===== config.mk =====
export PLATFORM = sky130hd
export DESIGN_NAME = manchester_decoder
export DESIGN_NICKNAME = d
export VERILOG_FILES = /design/src/rtl/manchester_pkg.sv /design/src/rtl/manchester_pair_sampler.sv /design/src/rtl/manchester_decoder.sv
export SDC_FILE = /design/constraint.sdc
export NUM_CORES = 1
export LEC_CHECK = 0
export CAP_MARGIN = 5
export CORE_ASPECT_RATIO = 1.75
export CORE_MARGIN = 2
export CORE_UTILIZATION = 53
export DETAILED_ROUTE_END_ITERATION = 7
export MAX_ROUTING_LAYER = met4
export PLACE_DENSITY = 0.77
export SLEW_MARGIN = 25
export SYNTH_ARGS = -nofsm -noshare
export SYNTH_HDL_FRONTEND = slang
export SYNTH_SLANG_ARGS = --single-unit
export TNS_END_PERCENT = 100

===== constraint.sdc =====
create_clock -name clk -period 4.1 [get_ports clk]
set_input_delay 0.82 -clock clk [delete_from_list [all_inputs] [get_ports clk]]
set_output_delay 0.82 -clock clk [all_outputs]
set_load 0.05 [all_outputs]

===== src/rtl/manchester_pkg.sv =====
// Shared Manchester line-code definitions: decoder FSM states and half-bit pair encodings.
package manchester_pkg;

    typedef enum logic [0:0] {
        ST_HUNT   = 1'b0,
        ST_LOCKED = 1'b1
    } state_t;

    localparam logic [1:0] PAIR_ONE  = 2'b10;
    localparam logic [1:0] PAIR_ZERO = 2'b01;

    function automatic logic pair_is_valid(input logic [1:0] pair);
        return (pair == PAIR_ONE) || (pair == PAIR_ZERO);
    endfunction

    function automatic logic pair_to_bit(input logic [1:0] pair);
        return (pair == PAIR_ONE);
    endfunction

endpackage


===== src/rtl/manchester_pair_sampler.sv =====
// Registers the line, tracks half-bit phase and emits one decoded pair per two samples.
// An invalid pair keeps phase at the second half so the next pair starts one half-bit later.
module manchester_pair_sampler
    import manchester_pkg::*;
(
    input  logic clk,
    input  logic rst_n,
    input  logic clr,
    input  logic datain,
    output logic pair_stb,
    output logic pair_valid,
    output logic pair_bit
);

    logic       h_reg_r;
    logic       h0_r;
    logic       phase_r;
    logic       stb_r;
    logic       valid_r;
    logic       bit_r;
    logic [1:0] pair_s;
    logic       pair_ok_s;

    // Candidate pair formed from the held first half and the current sample.
    always_comb begin
        pair_s    = {h0_r, h_reg_r};
        pair_ok_s = pair_is_valid(pair_s);
    end

    // Half-bit capture, phase tracking, slip and registered pair decode.
    always_ff @(posedge clk or negedge rst_n) begin
        if (!rst_n) begin
            h_reg_r <= 1'b0;
            h0_r    <= 1'b0;
            phase_r <= 1'b0;
            stb_r   <= 1'b0;
            valid_r <= 1'b0;
            bit_r   <= 1'b0;
        end else if (clr) begin
            h_reg_r <= datain;
            phase_r <= 1'b0;
            stb_r   <= 1'b0;
            valid_r <= 1'b0;
            bit_r   <= 1'b0;
        end else begin
            h_reg_r <= datain;
            if (!phase_r) begin
                h0_r    <= h_reg_r;
                phase_r <= 1'b1;
                stb_r   <= 1'b0;
            end else begin
                stb_r   <= 1'b1;
                valid_r <= pair_ok_s;
                bit_r   <= pair_to_bit(pair_s);
                if (pair_ok_s) begin
                    phase_r <= 1'b0;
                end else begin
                    // Slip: this sample becomes the first half of the next pair.
                    h0_r    <= h_reg_r;
                    phase_r <= 1'b1;
                end
            end
        end
    end

    assign pair_stb   = stb_r;
    assign pair_valid = valid_r;
    assign pair_bit   = bit_r;

endmodule


===== src/rtl/manchester_decoder.sv =====
// Manchester receiver: pair alignment hunt, lock FSM, bit strobes, word deserializer
// and saturating code-error counter.
module manchester_decoder
    import manchester_pkg::*;
#(
    parameter int WIDTH      = 8,
    parameter int LOCK_PAIRS = 4
)
(
    input  logic             clk,
    input  logic             rst_n,
    input  logic             enable,
    input  logic             datain,
    output logic             dataout,
    output logic             bit_valid,
    output logic [WIDTH-1:0] word_out,
    output logic             word_valid,
    output logic             locked,
    output logic             code_err,
    output logic [7:0]       err_cnt
);

    localparam int               IDX_W    = $clog2(WIDTH);
    localparam logic [IDX_W-1:0] IDX_LAST = IDX_W'(WIDTH - 1);
    localparam logic [3:0]       CNT_LAST = 4'(LOCK_PAIRS - 1);

    logic             pair_stb_s, pair_valid_s, pair_bit_s;
    state_t           state_r, state_nxt_s;
    logic [3:0]       cnt_r, cnt_nxt_s;
    logic [IDX_W-1:0] idx_r, idx_nxt_s;
    logic [WIDTH-1:0] shreg_r, shreg_nxt_s;
    logic             dataout_r, dataout_nxt_s;
    logic             bit_valid_r, bit_valid_nxt_s;
    logic [WIDTH-1:0] word_out_r, word_out_nxt_s;
    logic             word_valid_r, word_valid_nxt_s;
    logic             locked_r, locked_nxt_s;
    logic             code_err_r, code_err_nxt_s;
    logic [7:0]       err_cnt_r, err_cnt_nxt_s;

    manchester_pair_sampler u_sampler (
        .clk        (clk),
        .rst_n      (rst_n),
        .clr        (~enable),
        .datain     (datain),
        .pair_stb   (pair_stb_s),
        .pair_valid (pair_valid_s),
        .pair_bit   (pair_bit_s)
    );

    // Next-state, counters, deserializer and output next values.
    always_comb begin
        state_nxt_s      = state_r;
        cnt_nxt_s        = cnt_r;
        idx_nxt_s        = idx_r;
        shreg_nxt_s      = shreg_r;
        dataout_nxt_s    = dataout_r;
        bit_valid_nxt_s  = 1'b0;
        word_out_nxt_s   = word_out_r;
        word_valid_nxt_s = 1'b0;
        code_err_nxt_s   = 1'b0;
        err_cnt_nxt_s    = err_cnt_r;
        if (!enable) begin
            state_nxt_s = ST_HUNT;
            cnt_nxt_s   = 4'd0;
            idx_nxt_s   = {IDX_W{1'b0}};
        end else if (pair_stb_s) begin
            case (state_r)
                ST_HUNT: begin
                    if (pair_valid_s) begin
                        if (cnt_r == CNT_LAST) begin
                            state_nxt_s = ST_LOCKED;
                            cnt_nxt_s   = 4'd0;
                        end else begin
                            cnt_nxt_s = cnt_r + 4'd1;
                        end
                    end else begin
                        cnt_nxt_s = 4'd0;
                    end
                end
                ST_LOCKED: begin
                    if (pair_valid_s) begin
                        dataout_nxt_s   = pair_bit_s;
                        bit_valid_nxt_s = 1'b1;
                        shreg_nxt_s     = {shreg_r[WIDTH-2:0], pair_bit_s};
                        if (idx_r == IDX_LAST) begin
                            word_out_nxt_s   = shreg_nxt_s;
                            word_valid_nxt_s = 1'b1;
                            idx_nxt_s        = {IDX_W{1'b0}};
                        end else begin
                            idx_nxt_s = idx_r + IDX_W'(1);
                        end
                    end else begin
                        code_err_nxt_s = 1'b1;
                        if (err_cnt_r != 8'hFF) begin
                            err_cnt_nxt_s = err_cnt_r + 8'd1;
                        end else begin
                            err_cnt_nxt_s = err_cnt_r;
                        end
                        idx_nxt_s   = {IDX_W{1'b0}};
                        cnt_nxt_s   = 4'd0;
                        state_nxt_s = ST_HUNT;
                    end
                end
                default: begin
                    state_nxt_s = ST_HUNT;
                    cnt_nxt_s   = 4'd0;
                    idx_nxt_s   = {IDX_W{1'b0}};
                end
            endcase
        end else begin
            state_nxt_s = state_r;
        end
        locked_nxt_s = (state_nxt_s == ST_LOCKED);
    end

    // State, counters and registered outputs.
    always_ff @(posedge clk or negedge rst_n) begin
        if (!rst_n) begin
            state_r      <= ST_HUNT;
            cnt_r        <= 4'd0;
            idx_r        <= {IDX_W{1'b0}};
            shreg_r      <= {WIDTH{1'b0}};
            dataout_r    <= 1'b0;
            bit_valid_r  <= 1'b0;
            word_out_r   <= {WIDTH{1'b0}};
            word_valid_r <= 1'b0;
            locked_r     <= 1'b0;
            code_err_r   <= 1'b0;
            err_cnt_r    <= 8'd0;
        end else begin
            state_r      <= state_nxt_s;
            cnt_r        <= cnt_nxt_s;
            idx_r        <= idx_nxt_s;
            shreg_r      <= shreg_nxt_s;
            dataout_r    <= dataout_nxt_s;
            bit_valid_r  <= bit_valid_nxt_s;
            word_out_r   <= word_out_nxt_s;
            word_valid_r <= word_valid_nxt_s;
            locked_r     <= locked_nxt_s;
            code_err_r   <= code_err_nxt_s;
            err_cnt_r    <= err_cnt_nxt_s;
        end
    end

    assign dataout    = dataout_r;
    assign bit_valid  = bit_valid_r;
    assign word_out   = word_out_r;
    assign word_valid = word_valid_r;
    assign locked     = locked_r;
    assign code_err   = code_err_r;
    assign err_cnt    = err_cnt_r;

endmodule


==> results.cfg <==
[outcome]
status = completed

[power_and_ir_drop]
leakage_nw = 1.08
ir_drop_mv = 0.240
p_switching_mw = 0.160
intPower_mw = 0.548
swShare = 0.226
power_density_nw_per_um2 = 322
p_clk_frac = 0.374
power_mw = 0.708
comb_power_share = 0.043
pwr-share-seq = 0.583

[floorplanning]
top_level_ports = 25
die_y_um = 81.9
core_area_um2 = 3360
start_util = 0.546
die_x_um = 48.5
core.rowCount = 28
die_area_um2 = 3970

[clock_network]
cts_buffers = 5
postCtsSetupRepairBufs = 0
clock_latency_ns = 0.29
cts_tree = built
cts_root_buffer = clkbuf_8
cts_max_level = 2
post_cts_resized = 0
hold_buffers = 0
clock-sinks = 40
clk_pin_slew_ns = 0.07
clockBufferDepth = 2

[placed_design]
dpl_cell_area_um2 = 2100
hpwl_um = 2660
dp.cells = 221
port_buffers = 24
gp_congestion = 0.747

[drt]
viasPerCell = 5.50
drc = 0
wire_per_inst_um = 15.3
drt_iter0_drc = 23
drt-total-wl_um = 3510
vias = 1259
drt-pass1-iter-count = 4
ant_nets = 0

[timing]
holdWs_ns = 0.517
slew_violations = 0
rsz0062_at_grt = no
max_freq_mhz = 383
slew_headroom = 0.421
tightest_slew_ns = 0.868
min_period_ns = 2.61
final_hold_viol_count = 0
fin_worst_skew_ns = 0.00423
setup_viol = 0
timing.final.crit_share = 0.637
tns_ns = 0

[synthesis]
synth_seq_cells = 40
synthCells = 155
ys_seq_area_frac = 0.545
synth.net_count = 164
synth_top_cells_by_count = dfrtp_1 (40), nand2_1 (30), mux2_4 (10)
avgSynthCellArea_um2 = 11.9
ys.flop_type = dfrtp_1
ys_warn_count = 0
synth_top_area_frac = 0.545
yosysTopAreaCell = dfrtp_1
synth.distinct_cells = 42
netlist_area_um2 = 1840
synth-edff-count = 0
synth_most_common_cell = dfrtp_1
yosys-top-cells-area = dfrtp_1 (54%), mux2_4 (8.2%), nand2_1 (6.1%)
synthArstFlopShare = 1.00

[grt]
grt_pass1_wl_um = 6070
grt_max_degree = 41
grt_overflow = 0
grt_pass1_vias = 1311
grt.total_usage = 0.212
antenna_found_initial = 0

[hold_path]
hp-class = reg2reg

[final_layout]
area_growth_pct = 19.6
antenna_cells = 0
stdcell_count = 229
drive_gt1_frac = 0.158
final_nets = 192
design_area_um2 = 2200

[worst_setup_path]
path_buf_inv = 1
cp.arrival_ns = 1.79
crit_slowest_cell = clkdlybuf4s50_1
slowest_delay_ns = 0.89
cp-end-kind = output port
cp_max_fo = 12
r2r_slack_ns = 2.42
startpoint_type = flip-flop
worstPathCellList = clkdlybuf4s50_1
cp_top_family = buffers and inverters
critPathKind = reg2out
crit_required_ns = 3.28

[job]
drv_cap = 0
## registers in the layout (all words and copies together), names as in the netlist
register              cells
u_sampler.h0_r            1
locked                    1
word_valid                1
idx_r                     3
shreg_r                   7
bit_valid                 1
u_sampler.pair_stb        1
u_sampler.h_reg_r         1
u_sampler.phase_r         1
u_sampler.pair_valid      1
cnt_r                     4
code_err                  1
u_sampler.pair_bit        1
word_out                  8
err_cnt                   8
## power by group through the flow
stage | logic [mW] | clock network, mW | registers (mW)
6_report | 0.0305 | 0.265 | 0.412
5_1_grt | 0.0352 | 0.290 | 0.413
4_1_cts | 0.0314 | 0.272 | 0.412
3_5_place_dp | 0.0313 | 0 | 0.420
3_3_place_gp | 0.0286 | 0 | 0.419
2_1_floorplan | 0.0228 | 0 | 0.413
## per-stage QoR
| stage | setup slack (ns) | utilization |
|---|---|---|
| 4_1_cts | 1.49 | 0.653 |
| 3_3_place_gp | 1.69 | 0.626 |
| 5_1_grt | 1.43 | 0.653 |
| 2_1_floorplan | 2.31 | - |
| 3_5_place_dp | 1.64 | 0.626 |
| 6_report | 1.49 | 0.653 |
## area by class of cell
type / count / area, um^2
Inverter: 8 / 35.0
Clock buffer: 6 / 82.6
Multi-Input combinational cell: 104 / 777
Tap cell: 45 / 56.3
Sequential cell: 40 / 1000
Clock inverter: 2 / 10.0
Timing Repair Buffer: 24 / 235
Fill cell: 281 / 1170
## cell usage in the layout (no fill, tap or decap), types with 2 or more instances in the layout
master,n
clkdlybuf4s50_1,23
mux2_4,10
xor2_1,2
nand2_1,30
nand3_1,5
xnor2_1,3
clkinv_2,2
o2111ai_1,3
dfrtp_1,40
nand4_1,4
ha_1,5
nor2_1,4
nand2b_1,2
and3_1,2
a21oi_1,8
and2_1,3
clkbuf_8,6
or3b_1,2
inv_1,4
inv_2,3
## metal layers
metal,wire [um],GRT usage,vias to the layer above
met2,1970,0.390,29
met3,133,0.0527,6
met1,1350,0.215,627
li1,-,-,597
met5,0,-,-
met4,56,0.0857,0
## worst register-to-register path, cell delays in order (launching register included)
cell and delay, ns:
dfrtp_1 0.40, ha_1 0.21, ha_1 0.28, nor2b_1 0.21, or3b_1 0.37, a21oi_1 0.14
## kinds of logic (layout without fill, tap and decap cells)
kind of cell | after synthesis | after routing | share of synthesized area
compound gates | 19 | 19 | 0.0702
mux | 12 | 12 | 0.0933
xor+xnor | 5 | 5 | 0.0238
flops | 40 | 40 | 0.545
fa+ha+maj | 5 | 5 | 0.0341
simple gates | 63 | 63 | 0.202
buf+inv | 11 | 40 | 0.0320
## path summary, 6_finish.rpt
path,to,depth (start not counted),from
setup / recovery,locked,1,locked$_DFFE_PN0P_
hold / removal,shreg_r[1]$_DFFE_PN0P_,2,shreg_r[1]$_DFFE_PN0P_
setup reg to reg,idx_r[0]$_DFFE_PN0P_,5,idx_r[0]$_DFFE_PN0P_
hold reg to reg,shreg_r[1]$_DFFE_PN0P_,2,shreg_r[1]$_DFFE_PN0P_
max in group asynchronous,shreg_r[2]$_DFFE_PN0P_,1,rst_n
min in group asynchronous,cnt_r[0]$_DFFE_PN0P_,1,rst_n
(Power assumes the default switching activity.)
